<file path="src/rtl/ex_stage_if.sv">
// ID/EX-to-EX/MEM bundle for the MIPS execute stage.
// master = upstream pipeline side, slave = ex_stage.
interface ex_stage_if;
    localparam int unsigned RegBus     = 32;
    localparam int unsigned RegAddrBus = 5;
    localparam int unsigned AluOpBus   = 8;
    localparam int unsigned AluSelBus  = 3;

    logic [AluOpBus-1:0]   aluop_i;
    logic [AluSelBus-1:0]  alusel_i;
    logic [RegBus-1:0]     reg1_i;
    logic [RegBus-1:0]     reg2_i;
    logic [RegAddrBus-1:0] wd_i;
    logic                  wreg_i;
    logic [RegBus-1:0]     link_address_i;

    logic [RegAddrBus-1:0] wd_o;
    logic                  wreg_o;
    logic [RegBus-1:0]     wdata_o;
    logic                  whilo_o;
    logic [RegBus-1:0]     hi_o;
    logic [RegBus-1:0]     lo_o;
    logic                  stallreq_o;

    modport master (
        output aluop_i, alusel_i, reg1_i, reg2_i, wd_i, wreg_i, link_address_i,
        input  wd_o, wreg_o, wdata_o, whilo_o, hi_o, lo_o, stallreq_o
    );

    modport slave (
        input  aluop_i, alusel_i, reg1_i, reg2_i, wd_i, wreg_i, link_address_i,
        output wd_o, wreg_o, wdata_o, whilo_o, hi_o, lo_o, stallreq_o
    );
endinterface

</file>
<file path="src/rtl/ex_stage.sv">
// MIPS execute stage: single-cycle ALU plus a 32-step restoring divider
// that stalls the pipeline until the HI/LO result is ready.
module ex_stage (
    input  logic        clk,
    input  logic        rst,
    ex_stage_if.slave   bus
);
    localparam int unsigned RegBus = 32;

    localparam logic [7:0] OP_AND  = 8'b0010_0100;
    localparam logic [7:0] OP_OR   = 8'b0010_0101;
    localparam logic [7:0] OP_XOR  = 8'b0010_0110;
    localparam logic [7:0] OP_NOR  = 8'b0010_0111;
    localparam logic [7:0] OP_SLL  = 8'b0111_1100;
    localparam logic [7:0] OP_SRL  = 8'b0000_0010;
    localparam logic [7:0] OP_SRA  = 8'b0000_0011;
    localparam logic [7:0] OP_SLT  = 8'b0010_1010;
    localparam logic [7:0] OP_SLTU = 8'b0010_1011;
    localparam logic [7:0] OP_ADD  = 8'b0010_0000;
    localparam logic [7:0] OP_ADDU = 8'b0010_0001;
    localparam logic [7:0] OP_SUB  = 8'b0010_0010;
    localparam logic [7:0] OP_SUBU = 8'b0010_0011;
    localparam logic [7:0] OP_DIV  = 8'b0001_1010;
    localparam logic [7:0] OP_DIVU = 8'b0001_1011;

    localparam logic [2:0] RES_LOGIC       = 3'b001;
    localparam logic [2:0] RES_SHIFT       = 3'b010;
    localparam logic [2:0] RES_ARITHMETIC  = 3'b100;
    localparam logic [2:0] RES_JUMP_BRANCH = 3'b110;

    typedef enum logic [1:0] {
        S_IDLE = 2'd0,
        S_BUSY = 2'd1,
        S_DONE = 2'd2
    } div_state_e;

    div_state_e state_q, state_d;

    logic [RegBus-1:0] a, b;
    logic [RegBus-1:0] sum, diff, alu_res;
    logic              add_ov, sub_ov, suppress_wr;
    logic              is_div, is_sdiv;

    logic [RegBus-1:0] quo_q, rem_q, dvs_q;
    logic              neg_q_q, neg_r_q;
    logic [4:0]        cnt_q;
    logic [RegBus:0]   trial;
    logic [RegBus-1:0] abs_a, abs_b;

    assign a       = bus.reg1_i;
    assign b       = bus.reg2_i;
    assign is_div  = (bus.aluop_i == OP_DIV) || (bus.aluop_i == OP_DIVU);
    assign is_sdiv = (bus.aluop_i == OP_DIV);

    // Single-cycle ALU result and signed-overflow detection
    always_comb begin
        alu_res     = '0;
        sum         = a + b;
        diff        = a - b;
        add_ov      = (a[31] == b[31]) && (sum[31] != a[31]);
        sub_ov      = (a[31] != b[31]) && (diff[31] != a[31]);
        suppress_wr = ((bus.aluop_i == OP_ADD) && add_ov) ||
                      ((bus.aluop_i == OP_SUB) && sub_ov);
        case (bus.alusel_i)
            RES_LOGIC: begin
                case (bus.aluop_i)
                    OP_AND:  alu_res = a & b;
                    OP_OR:   alu_res = a | b;
                    OP_XOR:  alu_res = a ^ b;
                    OP_NOR:  alu_res = ~(a | b);
                    default: alu_res = '0;
                endcase
            end
            RES_SHIFT: begin
                case (bus.aluop_i)
                    OP_SLL:  alu_res = b << a[4:0];
                    OP_SRL:  alu_res = b >> a[4:0];
                    OP_SRA:  alu_res = 32'($signed(b) >>> a[4:0]);
                    default: alu_res = '0;
                endcase
            end
            RES_ARITHMETIC: begin
                case (bus.aluop_i)
                    OP_ADD, OP_ADDU: alu_res = sum;
                    OP_SUB, OP_SUBU: alu_res = diff;
                    OP_SLT:  alu_res = 32'($signed(a) < $signed(b));
                    OP_SLTU: alu_res = 32'(a < b);
                    default: alu_res = '0;
                endcase
            end
            RES_JUMP_BRANCH: alu_res = bus.link_address_i;
            default:         alu_res = '0;
        endcase
    end

    // Operand magnitudes and one restoring shift-subtract trial
    always_comb begin
        abs_a = (is_sdiv && a[31]) ? (~a + 32'd1) : a;
        abs_b = (is_sdiv && b[31]) ? (~b + 32'd1) : b;
        trial = {rem_q, quo_q[31]} - {1'b0, dvs_q};
    end

    // Divider state register
    always_ff @(posedge clk or negedge rst) begin
        if (!rst) state_q <= S_IDLE;
        else      state_q <= state_d;
    end

    // Divider next-state
    always_comb begin
        state_d = state_q;
        case (state_q)
            S_IDLE: if (is_div) state_d = (b == '0) ? S_DONE : S_BUSY;
            S_BUSY: if (cnt_q == 5'd31) state_d = S_DONE;
            S_DONE: state_d = S_IDLE;
            default: state_d = S_IDLE;
        endcase
    end

    // Divider datapath; quo_q holds the dividend and shifts quotient bits in
    always_ff @(posedge clk or negedge rst) begin
        if (!rst) begin
            quo_q   <= '0;
            rem_q   <= '0;
            dvs_q   <= '0;
            neg_q_q <= 1'b0;
            neg_r_q <= 1'b0;
            cnt_q   <= '0;
        end else begin
            case (state_q)
                S_IDLE: begin
                    if (is_div) begin
                        cnt_q   <= '0;
                        rem_q   <= '0;
                        neg_q_q <= is_sdiv && (a[31] != b[31]);
                        neg_r_q <= is_sdiv && a[31];
                        quo_q   <= (b == '0) ? '0 : abs_a;
                        dvs_q   <= abs_b;
                    end
                end
                S_BUSY: begin
                    cnt_q <= cnt_q + 5'd1;
                    if (!trial[RegBus]) begin
                        rem_q <= trial[RegBus-1:0];
                        quo_q <= {quo_q[30:0], 1'b1};
                    end else begin
                        rem_q <= {rem_q[30:0], quo_q[31]};
                        quo_q <= {quo_q[30:0], 1'b0};
                    end
                end
                default: ;
            endcase
        end
    end

    // Outputs; everything forced low while reset is asserted
    always_comb begin
        bus.wd_o       = '0;
        bus.wreg_o     = 1'b0;
        bus.wdata_o    = '0;
        bus.whilo_o    = 1'b0;
        bus.hi_o       = '0;
        bus.lo_o       = '0;
        bus.stallreq_o = 1'b0;
        if (rst) begin
            bus.wd_o       = bus.wd_i;
            bus.wdata_o    = alu_res;
            bus.wreg_o     = bus.wreg_i && !suppress_wr;
            bus.stallreq_o = is_div && (state_q != S_DONE);
            if (is_div && (state_q == S_DONE)) begin
                bus.whilo_o = 1'b1;
                bus.wreg_o  = 1'b0;
                bus.lo_o    = neg_q_q ? (~quo_q + 32'd1) : quo_q;
                bus.hi_o    = neg_r_q ? (~rem_q + 32'd1) : rem_q;
            end
        end
    end
endmodule

</file>
<file path="src/flat_wrapper.sv">
// flat-port wrapper written by rule: the top's interface ports become plain ports
module ex_stage_flat 
  (clk, rst, bus_aluop_i, bus_alusel_i, bus_reg1_i, bus_reg2_i, bus_wd_i, bus_wreg_i, bus_link_address_i, bus_wd_o, bus_wreg_o, bus_wdata_o, bus_whilo_o, bus_hi_o, bus_lo_o, bus_stallreq_o);
  ex_stage_if bus_i ();
  input  logic clk;
  input  logic rst;
  input wire logic [$bits(bus_i.aluop_i)-1:0] bus_aluop_i;
  input wire logic [$bits(bus_i.alusel_i)-1:0] bus_alusel_i;
  input wire logic [$bits(bus_i.reg1_i)-1:0] bus_reg1_i;
  input wire logic [$bits(bus_i.reg2_i)-1:0] bus_reg2_i;
  input wire logic [$bits(bus_i.wd_i)-1:0] bus_wd_i;
  input wire logic [$bits(bus_i.wreg_i)-1:0] bus_wreg_i;
  input wire logic [$bits(bus_i.link_address_i)-1:0] bus_link_address_i;
  output wire logic [$bits(bus_i.wd_o)-1:0] bus_wd_o;
  output wire logic [$bits(bus_i.wreg_o)-1:0] bus_wreg_o;
  output wire logic [$bits(bus_i.wdata_o)-1:0] bus_wdata_o;
  output wire logic [$bits(bus_i.whilo_o)-1:0] bus_whilo_o;
  output wire logic [$bits(bus_i.hi_o)-1:0] bus_hi_o;
  output wire logic [$bits(bus_i.lo_o)-1:0] bus_lo_o;
  output wire logic [$bits(bus_i.stallreq_o)-1:0] bus_stallreq_o;
  assign bus_i.aluop_i = bus_aluop_i;
  assign bus_i.alusel_i = bus_alusel_i;
  assign bus_i.reg1_i = bus_reg1_i;
  assign bus_i.reg2_i = bus_reg2_i;
  assign bus_i.wd_i = bus_wd_i;
  assign bus_i.wreg_i = bus_wreg_i;
  assign bus_i.link_address_i = bus_link_address_i;
  assign bus_wd_o = bus_i.wd_o;
  assign bus_wreg_o = bus_i.wreg_o;
  assign bus_wdata_o = bus_i.wdata_o;
  assign bus_whilo_o = bus_i.whilo_o;
  assign bus_hi_o = bus_i.hi_o;
  assign bus_lo_o = bus_i.lo_o;
  assign bus_stallreq_o = bus_i.stallreq_o;
  ex_stage u_core (.clk(clk), .rst(rst), .bus(bus_i));
endmodule
</file>
<file path="config.mk">
export PLATFORM = sky130hd
export DESIGN_NAME = ex_stage_flat
export DESIGN_NICKNAME = d
export VERILOG_FILES = /design/src/rtl/ex_stage_if.sv /design/src/rtl/ex_stage.sv /design/src/flat_wrapper.sv
export SDC_FILE = /design/constraint.sdc
export NUM_CORES = 1
export LEC_CHECK = 0
export ABC_AREA = 0
export BUFFER_PORTS_ARGS = -buffer_cell sky130_fd_sc_hd__buf_2
export CAP_MARGIN = 10
export CORE_MARGIN = 1
export CORE_UTILIZATION = 49
export CTS_BUF_LIST = sky130_fd_sc_hd__clkbuf_2
export DETAILED_ROUTE_END_ITERATION = 7
export PLACE_DENSITY = 0.72
export SETUP_SLACK_MARGIN = 0.1
export SYNTH_ARGS = -nofsm -noshare
export SYNTH_HDL_FRONTEND = slang
export SYNTH_SLANG_ARGS = --single-unit
</file>
<file path="constraint.sdc">
create_clock -name clk -period 3.52 [get_ports clk]
set_clock_uncertainty 0.15 [all_clocks]
set_input_delay 0 -clock clk [delete_from_list [all_inputs] [get_ports clk]]
set_output_delay 0 -clock clk [all_outputs]
set_load 0.05 [all_outputs]
</file>
=== After elaboration in Yosys (flattened, before gate mapping) ===
Index checks and enable logic that the tools add are counted.

* Register bits: 105
* Output and inout bits: 104
* Logic and storage cells: 110

* Add/subtract/negate cells: 8
* Order comparisons: 2
* Equal/unequal tests: 29
* Shift operators: 3
* Mux-type cells: 32
* Bitwise logic cells: 8
* Reduce and logical (&&, ||, !) cells: 21

{| class="wikitable"
|+ Operator list
! operator !! number
|-
| $mux W32 || 13
|-
| $pmux W32 S4 || 3
|-
| $not A32 Y32 || 5
|-
| $add A32 B1 Y32 const B || 4
|-
| $pmux W32 S2 || 2
|-
| $pmux W32 S3 || 1
|-
| $eq A8 B6 Y1 const B || 10
|-
| $lt A32 B32 Y1 || 2
|-
| $sub A33 B32 Y33 || 1
|-
| $add A32 B32 Y32 || 1
|-
| $and A32 B32 Y32 || 1
|-
| $logic_not A32 Y1 || 1
|-
| $or A32 B32 Y32 || 1
|-
| $shl A32 B5 Y32 || 1
|-
| $shr A32 B5 Y32 || 1
|-
| $sshr A32 B5 Y32 || 1
|-
| $sub A32 B32 Y32 || 1
|-
| $xor A32 B32 Y32 || 1
|-
| $eq A8 B2 Y1 const B || 2
|-
| $eq A8 B5 Y1 const B || 2
|-
| $logic_and A1 B1 Y1 || 10
|-
| $mux W5 || 2
|-
| $pmux W5 S2 || 1
|-
| $eq A8 B7 Y1 const B || 1
|-
| other kinds (20) || 35
|}

=== Longest topological paths before layout ===
Gate-level depths: netlist (run 1).

* Depth after elaboration: 9
* Depth in mapped cells: 17

=== Worst setup path after synthesis (run 1) ===
OpenSTA, ideal clock, no wires.

* Path type: input to output
* From: in bus_reg1_i[2]
* To: out bus_wdata_o[26]
* Arrival time: 4.299 ns
* Required time: 3.370 ns
* Slack: -0.929 ns
* Cell stages on the path: 16
* Path buffers: 4
* Cell sequence: buf_2 inv_1 clkbuf_1 clkbuf_1 buf_2 ha_1 a211oi_1 o21bai_1 o2111ai_1 nand2_1 a2111oi_2 o21a_1 o211ai_1 nand2_1 mux2i_1 o32ai_1

* Longest elaborated chain between the ends: 4

{| class="wikitable"
|+ Ends and longest elaborated chain
! what !! RTL line !! RTL
|-
| start: declaration || flat_wrapper.sv:9 || <nowiki>input wire logic [$bits(bus_i.reg1_i)-1:0] bus_reg1_i;</nowiki>
|-
| $sub A32 B32 Y32, or another cell as far along || ex_stage.sv:59 || <nowiki>diff = a - b;</nowiki>
|-
| $pmux W32 S4 / $pmux W32 S3 (equally long branches) || ex_stage.sv:83, ex_stage.sv:75 ||
|-
| $pmux W32 S4 * || ex_stage.sv:64 || <nowiki>case (bus.alusel_i)</nowiki>
|-
| $mux W32 * || ex_stage.sv:165 || <nowiki>if (rst) begin</nowiki>
|-
| end: declaration || flat_wrapper.sv:16 || <nowiki>output wire logic [$bits(bus_i.wdata_o)-1:0] bus_wdata_o;</nowiki>
|}

Every way passes the cells marked *; elsewhere a longest branch is shown, timed or not.

=== Final worst setup path (run 1) ===
* From: reg u_core.rem_q[4]
* To: out bus_hi_o[26]

* Longest elaborated chain between the ends: 5

{| class="wikitable"
|+ Ends and longest elaborated chain
! what !! RTL line !! RTL
|-
| start: declaration || ex_stage.sv:44 || <nowiki>logic [RegBus-1:0] quo_q, rem_q, dvs_q;</nowiki>
|-
| start signal: assignment || ex_stage.sv:144 || <nowiki>rem_q <= trial[RegBus-1:0];</nowiki>
|-
| start signal: assignment || ex_stage.sv:147 || <nowiki>rem_q <= {rem_q[30:0], quo_q[31]};</nowiki>
|-
| $not A32 Y32 || ex_stage.sv:174 || <nowiki>bus.hi_o = neg_r_q ? (~rem_q + 32'd1) : rem_q;</nowiki>
|-
| $add A32 B1 Y32 || ex_stage.sv:174 ||
|-
| $mux W32 || ex_stage.sv:174 ||
|-
| $mux W32 || ex_stage.sv:170 || <nowiki>if (is_div && (state_q == S_DONE)) begin</nowiki>
|-
| $mux W32 || ex_stage.sv:165 ||
|-
| end: declaration || flat_wrapper.sv:18 || <nowiki>output wire logic [$bits(bus_i.hi_o)-1:0] bus_hi_o;</nowiki>
|}

No other way between the ends.

==> results of run 1 <==
==> sequential cells by signal (all words and copies together) (netlist names) <==
name and cells:
u_core.state_q 2, u_core.neg_q_q 1, u_core.dvs_q 32, u_core.cnt_q 5, u_core.rem_q 32, u_core.neg_r_q 1
u_core.quo_q 32
==> area by class of cell <==
class                      instances  area share
timing repair buffer             571      0.1872
inverter                         141     0.02272
sequential                       105      0.1125
tap                              468     0.02502
clock inverter                     7    0.003636
multi-input combinational       2093      0.6467
clock buffer                       9    0.001925
antenna                            3   0.0003208
==> power groups by stage <==
stage	clock network [uW]	logic, uW	registers (uW)
finish	636	6830	2250
global route	675	7340	2300
CTS	632	6120	2180
detailed placement	0	5850	2190
global placement	0	5710	2170
floorplan	0	4160	2030
==> metal layers <==
| layer | share of wire | routed length (um) | vias to the layer above | GRT usage |
|---|---|---|---|---|
| li1 | - | - | 9917 | - |
| met1 | 0.39 | 32440 | 10615 | 0.5494 |
| met2 | 0.45 | 37470 | 1419 | 0.6776 |
| met3 | 0.099 | 8266 | 293 | 0.06667 |
| met4 | 0.062 | 5186 | 4 | 0.2211 |
| met5 | 0.00032 | 27 | - | 0 |
==> through the flow <==
step	setup slack (ns)	cell area, um^2	cells	setup TNS [ns]
6_report	-0.3097	23400	3397	-2.930
5_1_grt	-0.4955	23400	3397	-5.996
4_1_cts	-0.3861	22630	3375	-4.854
3_5_place_dp	-0.1249	21060	3238	-1.064
3_3_place_gp	-0.08635	21060	3238	-0.3835
2_1_floorplan	0.1008	18480	2537	0
==> Yosys cell counts (all sizes together) (9+ instances only) <==
cell type | instances | area share
or4 | 13 | 0.0053
o22ai | 19 | 0.0065
mux4 | 47 | 0.058
xor2 | 65 | 0.031
a31oi | 42 | 0.014
o21ai | 241 | 0.066
o21a | 9 | 0.0037
a21o | 30 | 0.012
nor2 | 321 | 0.066
xnor2 | 141 | 0.067
and2 | 12 | 0.0041
nand4 | 22 | 0.0075
a211o | 9 | 0.0043
nand2b | 22 | 0.0083
mux2i | 99 | 0.054
or3 | 20 | 0.0071
buf | 45 | 0.012
clkbuf | 152 | 0.031
nand2 | 241 | 0.050
o41ai | 14 | 0.0071
o21bai | 23 | 0.0094
dfrtp | 105 | 0.14
a211oi | 20 | 0.0082
a21oi | 187 | 0.051
nor2b | 16 | 0.0055
nor3 | 39 | 0.011
o31ai | 28 | 0.012
nor4 | 16 | 0.0058
inv | 141 | 0.029
o211ai | 24 | 0.0098
nand3 | 45 | 0.012
a222oi | 12 | 0.0066
ha | 137 | 0.094
a22oi | 10 | 0.0041
and3 | 20 | 0.0068
a221oi | 51 | 0.024
==> worst register-to-register path: cells and delay by family (launching register included) <==
kind	cells	cell delay (ns)
fa+ha+maj	1	0.26
compound gates	7	1.34
flops	1	0.47
simple gates	2	0.54
xor+xnor	1	0.18
buf+inv	2	0.36
==> cell families (layout without fill, tap and decap cells) <==
family	after synthesis	count (layout)
buf+inv	339	728
other cells	0	3
fa+ha+maj	140	140
simple gates	807	807
compound gates	788	788
flops	105	105
mux	152	152
xor+xnor	206	206
==> how the worst max path moves through the flow <==
stage,startpoint,slack [ns],end,cells after the start
after global placement,bus_reg1_i[2],-0.09,u_core.quo_q[31]$_DFFE_PN0P_,12
final,u_core.rem_q[4]$_DFFE_PN0P_,-0.31,bus_hi_o[26],13
after global routing,u_core.rem_q[4]$_DFFE_PN0P_,-0.50,bus_hi_o[27],11
after detailed placement,u_core.quo_q[31]$_DFFE_PN0P_,-0.12,u_core.quo_q[0]$_DFFE_PN0P_,14
after floorplan,bus_reg1_i[0],0.10,bus_wdata_o[30],16
after CTS,u_core.rem_q[4]$_DFFE_PN0P_,-0.39,bus_hi_o[28],12
==> what timing repair did <==
action | CTS | global route
pin swaps | 13 | 42
endpoints found under the hold margin | 169 | 40
resized for setup | 69 | 166
endpoints found under the setup margin | 56 | 91
setup buffers | 12 | 20
hold buffers | 109 | 1
cloned | 0 | 2
==> run summary, run 1 <==
Count of boundary I/O pins: 219
Number of core rows: 70
Number of clock buffers inserted by TritonCTS: 9
HPWL after DPL: 63390 um
Count of H-tree levels built during CTS: 3
Most common cell after layout, fill and taps aside: sky130_fd_sc_hd__nor2_1
Post-synthesis share of cell area spent on and, or, nand and nor gates: 0.1983
Fraction of the mapped netlist area in compound gates: 0.2749
Violated checks: hold timing, setup timing
Total routing usage reported by global routing: 0.4233
Placeable core region: 36700 um^2
Final Setup Violations: 16
Vias post-DR: 22248
Die Span X: 195.3 um
Count of cells along the worst register-to-register path: 13
Crit path buf inv count: 3
DR DRC count: 0
Max transition margin: 0.2488
Sink Count: 105
Register bit count reported by yosys: 105
Vias in the first global route: 20917
Grt total ovfl: 0
Hold Vio Cnt, Final: 2
Latest clock arrival within the worst-skew pair: 0.72 ns
Initial core utilization: 0.4989
Power per cell area: 415.1 nW/um^2
CTS tree: done
Top flip-flop cell by instance count after synthesis: sky130_fd_sc_hd__dfrtp_1
Hold slack final: -0.0002935 ns
Largest fanout on the critical path: 3
Multiplexer fraction of the synthesized cell area: 0.1156
Logic pwr share: 0.703
Area taken by flip-flops and latches: 2633 um^2
Antenna violations before repair: 5
Die ar.: 38140 um^2
Hold Path Class: in -> async
Achievable clock frequency: 0.2611 GHz
Critical Path RT: 3.37 ns
Total power draw: 9714 uW
Clock-pin slew on the worst setup and hold paths: 0.39 ns
EDFF count, synth: 0
Maximum clock path buffer count: 2
Fraction of the yosys area taken by sequential cells: 0.1435
R2r setup slk: 0.22 ns
Total area of multi-input combinational cells: 15130 um^2
Final design utilization: 0.6377
CP peak stage delay: 0.48 ns
Number of distinct standard cells referenced by the synthesized netlist: 89
Setup repair after global routing missed its margin: true
Worst Setup Path Type: reg -> out
Largest family of logic cells by synthesized area: compound AO/OA/AOI/OAI gates
Number of max-cap violations: 0
Proportion of total power due to net switching: 0.5136
CP Cell Sequence: buf_6 > or4_4 > or3_4 > nand2b_4 > nand2b_4 > or3_4 > nor2_4 > nand2_4 > buf_4 > nand2_1 > xor2_1 > nor2_1 > buf_6
Seq pwr share: 0.231
Routed length per placed instance: 24.55 um
Total internal power: 4725 uW
Critical register-to-register path startpoint: u_core.rem_q[0]$_DFFE_PN0P_
Global-route wire length before repair: 124600 um
Proportion of synthesized flip-flops having asynchronous set or reset: 1.000
Number of standard cells after synthesis: 2537
End of the worst register-to-register path: u_core.rem_q[31]$_DFFE_PN0P_
Pin count of the biggest net entering global routing: 68
Fraction of layout instances using a drive strength above 1: 0.2290
Final WS setup: -0.3097 ns
WL final: 83390 um
Root buffer cell: sky130_fd_sc_hd__clkbuf_2
Nature of the critical path startpoint: flop
Arithmetic-cell share of the synthesized area counting full adders, half adders and majority gates: 0.09690
Number of buffer cells added on primary ports: 218
Leak Pwr: 0.01010 uW
Fin crit share: 1.088
Post-synthesis net count: 2792
Standard cell with the maximum stage delay on the critical path: sky130_fd_sc_hd__or4_4
Final Max Slew Viols: 0
Cell class contributing the biggest share of worst-path delay: simple AND/OR/NAND/NOR gates
Via density: 6.549
Post-synthesis to final-layout area growth: 27.82%
Mean instance size in the synthesized netlist: 7.217 um^2
Mapped cell area: 18310 um^2
Synthesized-area fraction occupied by xor and xnor cells: 0.09854
Portion of total power attributed to the clock network: 0.065
Critical Path End Type: output port
Time the worst path needs with I/O delays and setup: 3.830 ns
Data arrival time of the worst path: 3.68 ns
Switching power of the nets: 4989 uW
First-pass iteration count of the detailed router: 6
Nets@finish: 3176
Number of warnings reported in the yosys synthesis log: 0
Run status: finished with violations
Slew at the pin closest to its max-slew limit: 1.124 ns
Die Y: 195.3 um
Violation count after the first detailed-route iteration: 2364
Maximum vdd drop: 0.3161 mV
RePlAce Congestion: 1.054
Post-DRT Antenna Nets: 0
Most frequent cells in the layout: sky130_fd_sc_hd__nor2_1 (316), sky130_fd_sc_hd__buf_4 (244), sky130_fd_sc_hd__nand2_1 (237)
Total of fill cells in the finished design: 3264
No activity file was read; power rests on OpenSTA's default activity.
==> run 2, diff against run 1 <==
--- a/config.mk
+++ b/config.mk
@@ -12,7 +12,7 @@
 export CORE_UTILIZATION = 49
 export CTS_BUF_LIST = sky130_fd_sc_hd__clkbuf_2
 export DETAILED_ROUTE_END_ITERATION = 7
-export PLACE_DENSITY = 0.72
+export PLACE_DENSITY = 0.76
 export SETUP_SLACK_MARGIN = 0.1
 export SYNTH_ARGS = -nofsm -noshare
 export SYNTH_HDL_FRONTEND = slang
==> constraint.sdc (replaced) <==
create_clock -name clk -period 3.52 [get_ports clk]
set_clock_uncertainty 0.15 [all_clocks]
set_input_delay 0 -clock clk [delete_from_list [all_inputs] [get_ports clk]]
set_output_delay 0 -clock clk [all_outputs]
set_load 0.02 [all_outputs]
==> run summary, run 2 (synthesis gave the netlist of run 1 again) <==
Initial core utilization: 0.4989 (unchanged)
Switching power of the nets: 4859 uW (-2.6%)
Nets@finish: 3207 (+0.98%)
Proportion of total power due to net switching: 0.5153 (+0.001724)
Total area of multi-input combinational cells: 14970 um^2 (-1.1%)
Total of fill cells in the finished design: 3337 (+2.2%)
Total internal power: 4569 uW (-3.3%)
Number of clock buffers inserted by TritonCTS: 9 (unchanged)
Post-route non-filler standard cell count: 3429 (+0.94%)
Count of boundary I/O pins: 219 (unchanged)
Number of buffer cells added on primary ports: 218 (unchanged)
First-pass iteration count of the detailed router: 8 (+2)
Pin count of the biggest net entering global routing: 94 (+38%)
Max transition margin: 0.03707 (-0.2117)
Critical Path RT: 3.37 ns (about the same)
Power per cell area: 404.8 nW/um^2 (-2.5%)
Data arrival time of the worst path: 3.58 ns (-0.10 ns)
Post-synthesis to final-layout area growth: 27.21%
Number of max-cap violations: 0 (unchanged)
Maximum vdd drop: 0.3398 mV (+7.5%)
RePlAce Congestion: 1.041 (-1.2%)
Die ar.: 38140 um^2 (unchanged)
Final Setup Violations: 16 (unchanged)
CTS tree: done
Standard cell area after detailed placement: 21240 um^2 (+0.86%)
Most common cell after layout, fill and taps aside: sky130_fd_sc_hd__nor2_1
Area taken by flip-flops and latches: 2636 um^2 (+0.14%)
Logic pwr share: 0.695 (-0.008)
Post-DRT Antenna Nets: 0 (unchanged)
Hold Vio Cnt, Final: 1 (-1)
Most frequent cells in the layout: sky130_fd_sc_hd__nor2_1 (314), sky130_fd_sc_hd__buf_4 (281), sky130_fd_sc_hd__nand2_1 (236)
Count of H-tree levels built during CTS: 3 (unchanged)
Via density: 6.500 (-0.76%)
Total power draw: 9428 uW (-2.9%)
Antenna violations before repair: 6 (+1)
Largest registers: u_core.dvs_q (32), u_core.quo_q (32), u_core.rem_q (32)
Cell area after layout: 23290 um^2 (-0.48%)
Maximum clock path buffer count: 2 (unchanged)
Run status: finished with violations
Fraction of layout instances using a drive strength above 1: 0.2317 (+0.002672)
Root buffer cell: sky130_fd_sc_hd__clkbuf_2
Routed length per placed instance: 24.37 um (-0.72%)
Worst Setup Path Type: reg -> out
Placed cells: 3275 (+1.1%)
Final WS setup: -0.2130 ns (+0.09675 ns)
Number of core rows: 70 (unchanged)
Sink Count: 105 (unchanged)
Hold slack final: -0.03207 ns (-0.03178 ns)
Leak Pwr: 0.01019 uW (+0.88%)
DR DRC count: 6 (+6)
Slew at the pin closest to its max-slew limit: 1.444 ns (+0.3203 ns)
Setup repair after global routing missed its margin: true
Time the worst path needs with I/O delays and setup: 3.733 ns (-0.09675 ns)
Vias in the first global route: 21054 (+0.65%)
Largest fanout on the critical path: 3 (unchanged)
Vias post-DR: 22287 (+0.18%)
WL final: 83570 um (+0.21%)
Achievable clock frequency: 0.2679 GHz (+2.6%)
Clock-pin slew on the worst setup and hold paths: 0.32 ns (-0.07 ns)
Portion of total power attributed to the clock network: 0.066 (about the same)
Violation count after the first detailed-route iteration: 2811 (+19%)
Latest clock arrival within the worst-skew pair: 0.71 ns (about the same)
Die Y: 195.3 um (unchanged)
Nature of the critical path startpoint: flop
HPWL after DPL: 63670 um (+0.44%)
Global-route wire length before repair: 125100 um (+0.38%)
Die Span X: 195.3 um (unchanged)
Critical Path End Type: output port
Total routing usage reported by global routing: 0.4234 (about the same)
Grt total ovfl: 0 (unchanged)
Final Max Slew Viols: 0 (unchanged)
Violated checks: DRC, hold timing, setup timing
Hold Path Class: in -> reg
Placeable core region: 36700 um^2 (unchanged)
Fin Setup TNS: -1.343 ns (+1.588 ns)
Seq pwr share: 0.239 (+0.008)
Fin crit share: 1.061 (-0.02749)
run 2: cell count changes in the layout (fill, tap and decap cells not counted), sizes merged:
cell and delta:
buf +38, clkbuf -8, clkinv -2, dlygate4sd3 +2, inv +2, diode +1, dlymetal6s4s -1
run 2: area by class of cell:
type / instances / share of cell area
Timing Repair Buffer: 602 / 0.1904
Sequential cell: 105 / 0.1132
Inverter: 141 / 0.02272
Multi-Input combinational cell: 2093 / 0.6427
Antenna cell: 4 / 0.0004298
Tap cell: 468 / 0.02514
Clock inverter: 7 / 0.003438
Clock buffer: 9 / 0.001934
run 2: power by group through the flow:
| stage | Combinational, uW | Clock [uW] | Sequential [uW] |
|---|---|---|---|
| after detailed placement | 5820 | 0 | 2210 |
| after CTS | 6140 | 637 | 2180 |
| final | 6550 | 626 | 2250 |
| after floorplan | 4120 | 0 | 2030 |
| after global routing | 7040 | 675 | 2300 |
| after global placement | 5690 | 0 | 2190 |
run 2: worst paths after layout:
path                                                    from                            to  slack (ns)  depth (start not counted)
max in group asynchronous                                rst  u_core.rem_q[16]$_DFFE_PN0P_        2.01                          4
min in group asynchronous                                rst  u_core.quo_q[30]$_DFFE_PN0P_        0.53                          4
worst min register to register  u_core.dvs_q[18]$_DFFE_PN0P_  u_core.dvs_q[18]$_DFFE_PN0P_        0.37                          2
worst min-delay path                          bus_reg2_i[18]  u_core.dvs_q[24]$_DFFE_PN0P_       -0.03                          7
worst max register to register  u_core.quo_q[31]$_DFFE_PN0P_  u_core.rem_q[28]$_DFFE_PN0P_        0.17                         18
worst max-delay path             u_core.rem_q[4]$_DFFE_PN0P_                  bus_hi_o[28]       -0.21                         11
run 2: stage by stage:
step / worst slack, ns / util / hold slack, ns
finish: -0.2130 / 0.6346 / -0.03207
global route: -0.3350 / 0.6344 / 0.01779
CTS: -0.2994 / 0.6205 / 0.005361
detailed placement: 0.02303 / 0.5788 / 0.09679
global placement: 0.08823 / 0.5788 / 0.08924
floorplan: 0.1059 / - / -0.4456
run 2: routing by layer:
layer	global-route usage	vias up	share of wire
li1	-	9982	-
met1	0.5473	10649	0.39
met2	0.6815	1422	0.46
met3	0.07858	232	0.10
met4	0.1992	2	0.049
met5	0	-	0.00014
run 2: worst max-delay path, cell delays in order (launching register included):
cell                       delay, ns
sky130_fd_sc_hd__dfrtp_2        0.48
sky130_fd_sc_hd__or4_4          0.53
sky130_fd_sc_hd__or3_4          0.41
sky130_fd_sc_hd__nand2b_4       0.16
sky130_fd_sc_hd__nand2b_4       0.16
sky130_fd_sc_hd__or3_4          0.37
sky130_fd_sc_hd__nor2_4         0.12
sky130_fd_sc_hd__nand2_4        0.08
sky130_fd_sc_hd__o31ai_4        0.20
sky130_fd_sc_hd__xor2_1         0.18
sky130_fd_sc_hd__nor2_1         0.05
sky130_fd_sc_hd__buf_4          0.18
run 2: timing repair:
item                                    4_1_cts  5_1_grt
cloned                                        0        1
endpoints found under the hold margin       170        3
endpoints found under the setup margin       53       83
pin swaps                                    17       34
resized for setup                            47      103
hold buffers                                109        4
setup buffers                                16       10
